File: src/rtl/iter_alu_exec.sv
// Execute-stage ALU: one-cycle arithmetic/logic ops and a 1-bit-per-cycle shifter,
// with registered result/NZCV flags and a start/busy/done handshake.
module iter_alu_exec #(
    parameter int WIDTH   = 32,
    parameter int SHAMT_W = 5
) (
    input  logic               clk,
    input  logic               rst,
    input  logic               start,
    input  logic [3:0]         alu_control,
    input  logic [WIDTH-1:0]   a,
    input  logic [WIDTH-1:0]   b,
    input  logic [SHAMT_W-1:0] shamt,
    output logic               busy,
    output logic               done,
    output logic [WIDTH-1:0]   result,
    output logic [3:0]         flags
);

    localparam logic [0:0] S_IDLE  = 1'b0;
    localparam logic [0:0] S_SHIFT = 1'b1;

    localparam logic [3:0] OP_ADD = 4'b0000;
    localparam logic [3:0] OP_SUB = 4'b0001;
    localparam logic [3:0] OP_AND = 4'b0010;
    localparam logic [3:0] OP_ORR = 4'b0011;
    localparam logic [3:0] OP_EOR = 4'b0100;
    localparam logic [3:0] OP_MOV = 4'b0101;
    localparam logic [3:0] OP_BIC = 4'b0110;

    localparam logic [1:0] SH_LSL = 2'b00;
    localparam logic [1:0] SH_LSR = 2'b01;
    localparam logic [1:0] SH_ASR = 2'b10;
    localparam logic [1:0] SH_ROR = 2'b11;

    logic [0:0]         state;
    logic [WIDTH-1:0]   shreg;
    logic [SHAMT_W-1:0] cnt;
    logic [1:0]         sh_op;

    logic               is_shift;
    logic [WIDTH:0]     sum;
    logic [WIDTH-1:0]   op_res;
    logic               op_c;
    logic               op_v;
    logic [WIDTH-1:0]   step_val;
    logic               step_c;

    assign is_shift = (alu_control[3:2] == 2'b10);
    assign busy     = (state == S_SHIFT);

    // Single-cycle datapath; SUB reuses the adder as a + ~b + 1 so C means "no borrow".
    always_comb begin
        sum    = '0;
        op_res = '0;
        op_c   = 1'b0;
        op_v   = 1'b0;
        case (alu_control)
            OP_ADD: begin
                sum    = {1'b0, a} + {1'b0, b};
                op_res = sum[WIDTH-1:0];
                op_c   = sum[WIDTH];
                op_v   = (a[WIDTH-1] == b[WIDTH-1]) && (op_res[WIDTH-1] != a[WIDTH-1]);
            end
            OP_SUB: begin
                sum    = {1'b0, a} + {1'b0, ~b} + {{WIDTH{1'b0}}, 1'b1};
                op_res = sum[WIDTH-1:0];
                op_c   = sum[WIDTH];
                op_v   = (a[WIDTH-1] != b[WIDTH-1]) && (op_res[WIDTH-1] != a[WIDTH-1]);
            end
            OP_AND:  op_res = a & b;
            OP_ORR:  op_res = a | b;
            OP_EOR:  op_res = a ^ b;
            OP_MOV:  op_res = b;
            OP_BIC:  op_res = a & ~b;
            default: op_res = '0;
        endcase
    end

    // One shift step on the held operand; carry is the bit leaving the register.
    always_comb begin
        step_val = shreg;
        step_c   = 1'b0;
        case (sh_op)
            SH_LSL: begin
                step_val = {shreg[WIDTH-2:0], 1'b0};
                step_c   = shreg[WIDTH-1];
            end
            SH_LSR: begin
                step_val = {1'b0, shreg[WIDTH-1:1]};
                step_c   = shreg[0];
            end
            SH_ASR: begin
                step_val = {shreg[WIDTH-1], shreg[WIDTH-1:1]};
                step_c   = shreg[0];
            end
            SH_ROR: begin
                step_val = {shreg[0], shreg[WIDTH-1:1]};
                step_c   = shreg[0];
            end
            default: begin
                step_val = shreg;
                step_c   = 1'b0;
            end
        endcase
    end

    always_ff @(posedge clk) begin
        if (rst) begin
            state  <= S_IDLE;
            done   <= 1'b0;
            result <= '0;
            flags  <= 4'b0000;
            shreg  <= '0;
            cnt    <= '0;
            sh_op  <= 2'b00;
        end else begin
            done <= 1'b0;
            case (state)
                S_IDLE: begin
                    if (start) begin
                        if (is_shift && (shamt != '0)) begin
                            shreg <= b;
                            cnt   <= shamt;
                            sh_op <= alu_control[1:0];
                            state <= S_SHIFT;
                        end else if (is_shift) begin
                            // Zero-length shift completes immediately with C=0.
                            result <= b;
                            flags  <= {b[WIDTH-1], (b == '0), 1'b0, 1'b0};
                            done   <= 1'b1;
                        end else begin
                            result <= op_res;
                            flags  <= {op_res[WIDTH-1], (op_res == '0), op_c, op_v};
                            done   <= 1'b1;
                        end
                    end
                end
                S_SHIFT: begin
                    shreg <= step_val;
                    cnt   <= cnt - SHAMT_W'(1);
                    // Last step retires in the same edge, giving n+1 cycle latency.
                    if (cnt == SHAMT_W'(1)) begin
                        result <= step_val;
                        flags  <= {step_val[WIDTH-1], (step_val == '0), step_c, 1'b0};
                        done   <= 1'b1;
                        state  <= S_IDLE;
                    end
                end
                default: state <= S_IDLE;
            endcase
        end
    end

endmodule

File: config.mk
export PLATFORM = sky130hd
export DESIGN_NAME = iter_alu_exec
export DESIGN_NICKNAME = d
export VERILOG_FILES = /design/src/rtl/iter_alu_exec.sv
export SDC_FILE = /design/constraint.sdc
export NUM_CORES = 1
export LEC_CHECK = 0
export BUFFER_PORTS_ARGS = -buffer_cell sky130_fd_sc_hd__buf_4
export CORE_UTILIZATION = 45
export CTS_CLUSTER_DIAMETER = 80
export DETAILED_ROUTE_END_ITERATION = 8
export PLACE_DENSITY = 0.63
export SYNTH_ARGS = -nofsm -noshare
export SYNTH_HDL_FRONTEND = slang
export SYNTH_SLANG_ARGS = --single-unit
File: constraint.sdc
create_clock -name clk -period 11 [get_ports clk]
set_input_delay 1.1 -clock clk [delete_from_list [all_inputs] [get_ports clk]]
set_output_delay 1.1 -clock clk [all_outputs]
set_load 0.02 [all_outputs]
# Word level (Yosys, flattened, before mapping)
# Cells that the tools add are included.
[totals] reg_bits=77 latch_bits=0 mem_bits_rw=0 mem_bits_ro=0 in_bits=76 out_inout_bits=38 word_cells=78 memories=0
[op_classes] addsub=4 n_mul=0 div=0 order_cmp=0 eq_ne=19 shifts=0 mux=29 n_bitwise=6 n_reduce_logical=13
[op_table] cell="$pmux W32 S7" count=1
[op_table] cell="$mux W32" count=6
[op_table] cell="$pmux W32 S2" count=2
[op_table] cell="$pmux W32 S4" count=1
[op_table] cell="$logic_not A32 Y1" count=3
[op_table] cell="$add A32 B32 Y33" count=2
[op_table] cell="$and A32 B32 Y32" count=2
[op_table] cell="$add A33 B1 Y33 const B" count=1
[op_table] cell="$not A32 Y32" count=1
[op_table] cell="$or A32 B32 Y32" count=1
[op_table] cell="$xor A32 B32 Y32" count=1
[op_table] cell="$mux W4" count=4
[op_table] cell="$eq A4 B3 Y1 const B" count=3
[op_table] cell="$mux W5" count=2
[op_table] cell="$pmux W1 S2" count=5
[op_table] cell="$pmux W5 S2" count=1
[op_table] cell="$eq A4 B2 Y1 const B" count=2
[op_table] cell="$pmux W4 S2" count=1
[op_table] cell="$eq A2 B2 Y1 const B" count=3
[op_table] cell="$mux W1" count=6
[op_table] cell="$ne A2 B2 Y1 const B" count=3
[op_table] cell="$reduce_and A3 Y1" count=2
[op_table] cell="$eq A5 B1 Y1 const B" count=1
[op_table] cell="$reduce_bool A5 Y1" count=1
[op_table] cell="other kinds (12)" count=16

# Logic depth before layout (Yosys ltp)
[depth] word_depth=10 depth_mapped=16 depth_no_buf=16

# Worst setup path after synthesis
# Ideal clock, no wire load.
[synth_timing] kind="input -> register" startpoint="input port a[0]" endpoint="register flags[2]" setup_time_ns=0.070 t_arrival_ns=4.167 required_time_ns=10.930 setup_slack_ns=6.762 stages=16 n_path_buf=0 path_cell_list="inv_1 -> ha_1 -> inv_1 -> fa_1 -> nand2b_4 -> a2111oi_4 -> o31a_4 -> a211oi_4 -> o21ai_2 -> a21o_1 -> a21oi_2 -> o211ai_1 -> or4_1 -> nor4_1 -> nor4b_2 -> o2bb2ai_1"
[synth_between] elab_chain_cells=8 elab_cells_between_ends=13 cone_classes="add/sub (3); mux (5); bitwise (4); reduce/logical (1)"
[synth_rtl] element="from (decl)" line="11" source="input logic [WIDTH-1:0] a,"
[synth_rtl] element="$add A32 B32 Y33" line="66" source="sum = {1'b0, a} + {1'b0, ~b} + {{WIDTH{1'b0}}, 1'b1};"
[synth_rtl] element="$add A33 B1 Y33" line="66"
[synth_rtl] element="$pmux W32 S7 (*)" line="58" source="case (alu_control)"
[synth_rtl] element="$logic_not A32 Y1 (*)" line="134" source="flags <= {op_res[WIDTH-1], (op_res == '0), op_c, op_v};"
[synth_rtl] element="$mux W4 (*)" line="127" source="end else if (is_shift) begin"
[synth_rtl] element="$mux W4 (*)" line="122" source="if (is_shift && (shamt != '0)) begin"
[synth_rtl] element="$mux W4 (*)" line="121" source="if (start) begin"
[synth_rtl] element="$pmux W4 S2 (*)" line="119" source="case (state)"
[synth_rtl] element="to (signal assigned)" line="130" source="flags <= {b[WIDTH-1], (b == '0), 1'b0, 1'b0};"
[synth_rtl] element="to (signal assigned)" line="134"
[synth_rtl] element="to (signal assigned)" line="145" source="flags <= {step_val[WIDTH-1], (step_val == '0), step_c, 1'b0};"
[synth_rtl] element="to (decl)" line="17" source="output logic [3:0] flags"
# Every way passes the cells marked *; elsewhere a longest branch is shown, timed or not. The select of a mux whose other input is x is not followed.
# A chain may end at the register's enable or synchronous reset.

# Final worst setup path
[layout_timing] startpoint="input port alu_control[2]" endpoint="register flags[2]"
[layout_between] elab_chain_cells=7 elab_cells_between_ends=17 cone_classes="eq/ne (8); mux (5); reduce/logical (4)"
[layout_rtl] element="from (decl)" line="10" source="input logic [3:0] alu_control,"
[layout_rtl] element="$eq A4 B3 Y1 (tied with other cells)" line="58"
[layout_rtl] element="$pmux W32 S7" line="58"
[layout_rtl] element="$logic_not A32 Y1" line="134"
[layout_rtl] element="$mux W4" line="127"
[layout_rtl] element="$mux W4" line="122"
[layout_rtl] element="$mux W4" line="121"
[layout_rtl] element="$pmux W4 S2" line="119"
# Parallel ways exist; a longest one is shown, timed or not. The select of a mux whose other input is x is not followed.

==> metrics <==
Filler Cell Count=roughly 2300; final setup vio count=0; Slew @ Worst Pin=roughly 1100 ps; critical path startpoint=alu_control[2]; flops & latches, synth=76; Syn Area/Cell=approximately 7 um^2; dpl hpwl=~30 mm; # clock sinks=76; Mapped Cells=between 1000 and 1500; DIE WIDTH=151 um; Startpoint Class=primary input; slew margin rel.=26.7%; number of H-tree levels=3; RR Endpoint=flags[2]; Finished Cell Area=11300 um^2; endpoints failing hold=0; Clock Latency Late Sink=340 ps; Overflow after GRT=0; vias in the first global route=10500; TNS Setup=0 ps; Die H=~150 um; most numerous cell in the Yosys netlist=nand2_1; placed instance area=~11000 um^2; DRC viols=0; Finished Layout Cells=approximately 1800; Post-Place Cells=1749; Crit. End Element=register; Overall Global Routing Usage=between 30% and 40%; share of the synthesized area in the top cell type=between 10% and 20%; Initial Util=45.9%; layout cell share with drive strength beyond 1=between 10 and 15%; Ys Warns=0; initial antenna violation count=0; # IOs=~110; CTS tree=yes; synth cell count leaders=nand2_1, a21oi_1, nor2_1; Fmax=roughly 0.2 GHz; drt via density=about 6.6; status=complete, no violations; post-CTS setup buffers=0; unrepaired setup endpoints after global routing=false; clk slew on worst S/H paths=around 60 ps; Synth area leader=dfxtp_1; ant diodes=0; synthesized area=approximately 10000 um^2; R2R Setup Slk=7490 ps; delay of the slowest critical-path stage=about 900 ps; Worst path slowest cell=nand2_1; Worst Hold Class=reg2reg; Synth area leaders=dfxtp_1, ha_1, a21oi_1, nand2_1, nor2_1; critical-path maximum fanout=between 50 and 60; WP data required=~11000 ps; DR vias=11600; CTS buffer count=9; end of the critical path=flags[2]; Final Max Slew Viols=0; Core Area=approximately 22000 um^2; post-CTS sizing=0; Root Buffer=clkbuf_16; Tmin final=5050 ps; Max clock buf depth=2; R2R depth=12; routed wire length=roughly 41 mm; Setup CP Type=in2reg; worst clock skew=roughly 7.6 ps; number of synthesized flops with an enable pin=0; hold_buf cts=0; power per cell area=approximately 98 nW/um^2; FF-to-FF Start=busy; register area share after synthesis=between 15 and 20%; DRT iter0 DRCs=1330; RePlAce Congestion=between 1 and 1.5; largest net degree at the start of global routing=82; Area Growth Syn to Fin=12.5%; DRT Pass-1 Iters=6; Final Cycle Share=between 40 and 50%; Synth cell types=86; Max-cap violations=0; Worst IR Drop VDD=0.0679 mV; syn_nets=about 1600; IO buf count=roughly 110; first-pass GRT wire length=61.9 mm; Pleak=between 0.004 and 0.005 uW; std cell rows=54; Antenna Nets Post-Route=0; crit-path cells=buf_4, nor2_1, nand2_1, o32ai_1, or3_1, o31ai_1, nand4_1, nor4_1, nand4_1, nor4_1, nor4b_2, o2bb2ai_1; Most used DFF post-synth=dfxtp_1; worst endpoint data arrival time=5310 ps; Async SR Flop Fraction=0%; die area=22900 um^2; Avg WL per Cell=approximately 23 um; # nets final=about 1700
cells by family after synthesis:
family,share of synthesized area (%)
XOR/XNOR,3.22
AND/OR/NAND/NOR,23.1
multiplexers,3.58
buffers and inverters,8.10
adder cells (fa/ha/maj),13.5
AO/OA/AOI/OAI,33.4
flip-flops,15.1
how the worst min path moves through the flow:
stage	start	to	slack (ps)	cells after the start
after floorplan	cnt[4]	cnt[4]	460	2
after global placement	result[5]	result[5]	440	1
after detailed placement	result[5]	result[5]	440	1
after CTS	result[5]	result[5]	450	1
after global routing	result[20]	result[20]	470	2
final	result[5]	result[5]	450	1
stage by stage:
stage / worst slack (ps) / hold WS, ps / util [%] / power [uW]
2_1_floorplan: 6760 / 457 / - / 628
3_3_place_gp: 5730 / 437 / 50.3 / 793
3_5_place_dp: 5680 / 441 / 50.3 / 795
4_1_cts: 6000 / 454 / 51.7 / 1100
5_1_grt: 5730 / 472 / 51.7 / 1160
6_report: 5950 / 449 / 51.7 / 1110
state kept, by name (all words and copies together), names as in the netlist:
name / count
result: 32
shreg: 32
cnt: 5
flags: 3
sh_op: 2
busy: 1
done: 1
power by group:
part	switching [uW]	internal, uW
combinational	315	173
sequential	20.0	296
clock	118	186
total	453	656
per-layer routing:
layer  global-route usage [%]  routed length [um]  up-vias
li1                         -                   -     5368
met1                     47.4               17100     5472
met2                     57.1               18100      643
met3                     5.39                3890      106
met4                     13.3                1520        0
met5                        0                   0        -
placed cells by master (no fill, tap or decap), drive strengths merged, types with 42 or more instances in the layout:
cell	netlist	routed
a211oi	42	42
nand2	158	158
a31oi	54	54
nor2	125	125
dfxtp	76	76
o21ai	61	61
ha	105	105
inv	107	107
a21oi	126	126
buf	30	130
worst max-delay path, delay by kind of cell:
kind	cells	cell delay (ps)
AO/OA/AOI/OAI	3	550
buffers and inverters	1	600
AND/OR/NAND/NOR	8	3010
final cells by class:
class | count | area, um^2 | share of cell area (%)
clock buffers | 11 | 253 | 2.23
clock inverters | 4 | 48.8 | 0.431
inverters | 108 | 405 | 3.58
multi-input cells | 1155 | 7760 | 68.6
flip-flops and latches | 76 | 1520 | 13.5
well taps | 280 | 350 | 3.10
repair buffers | 130 | 976 | 8.63
Note: power is estimated with default switching activity, not from simulation.
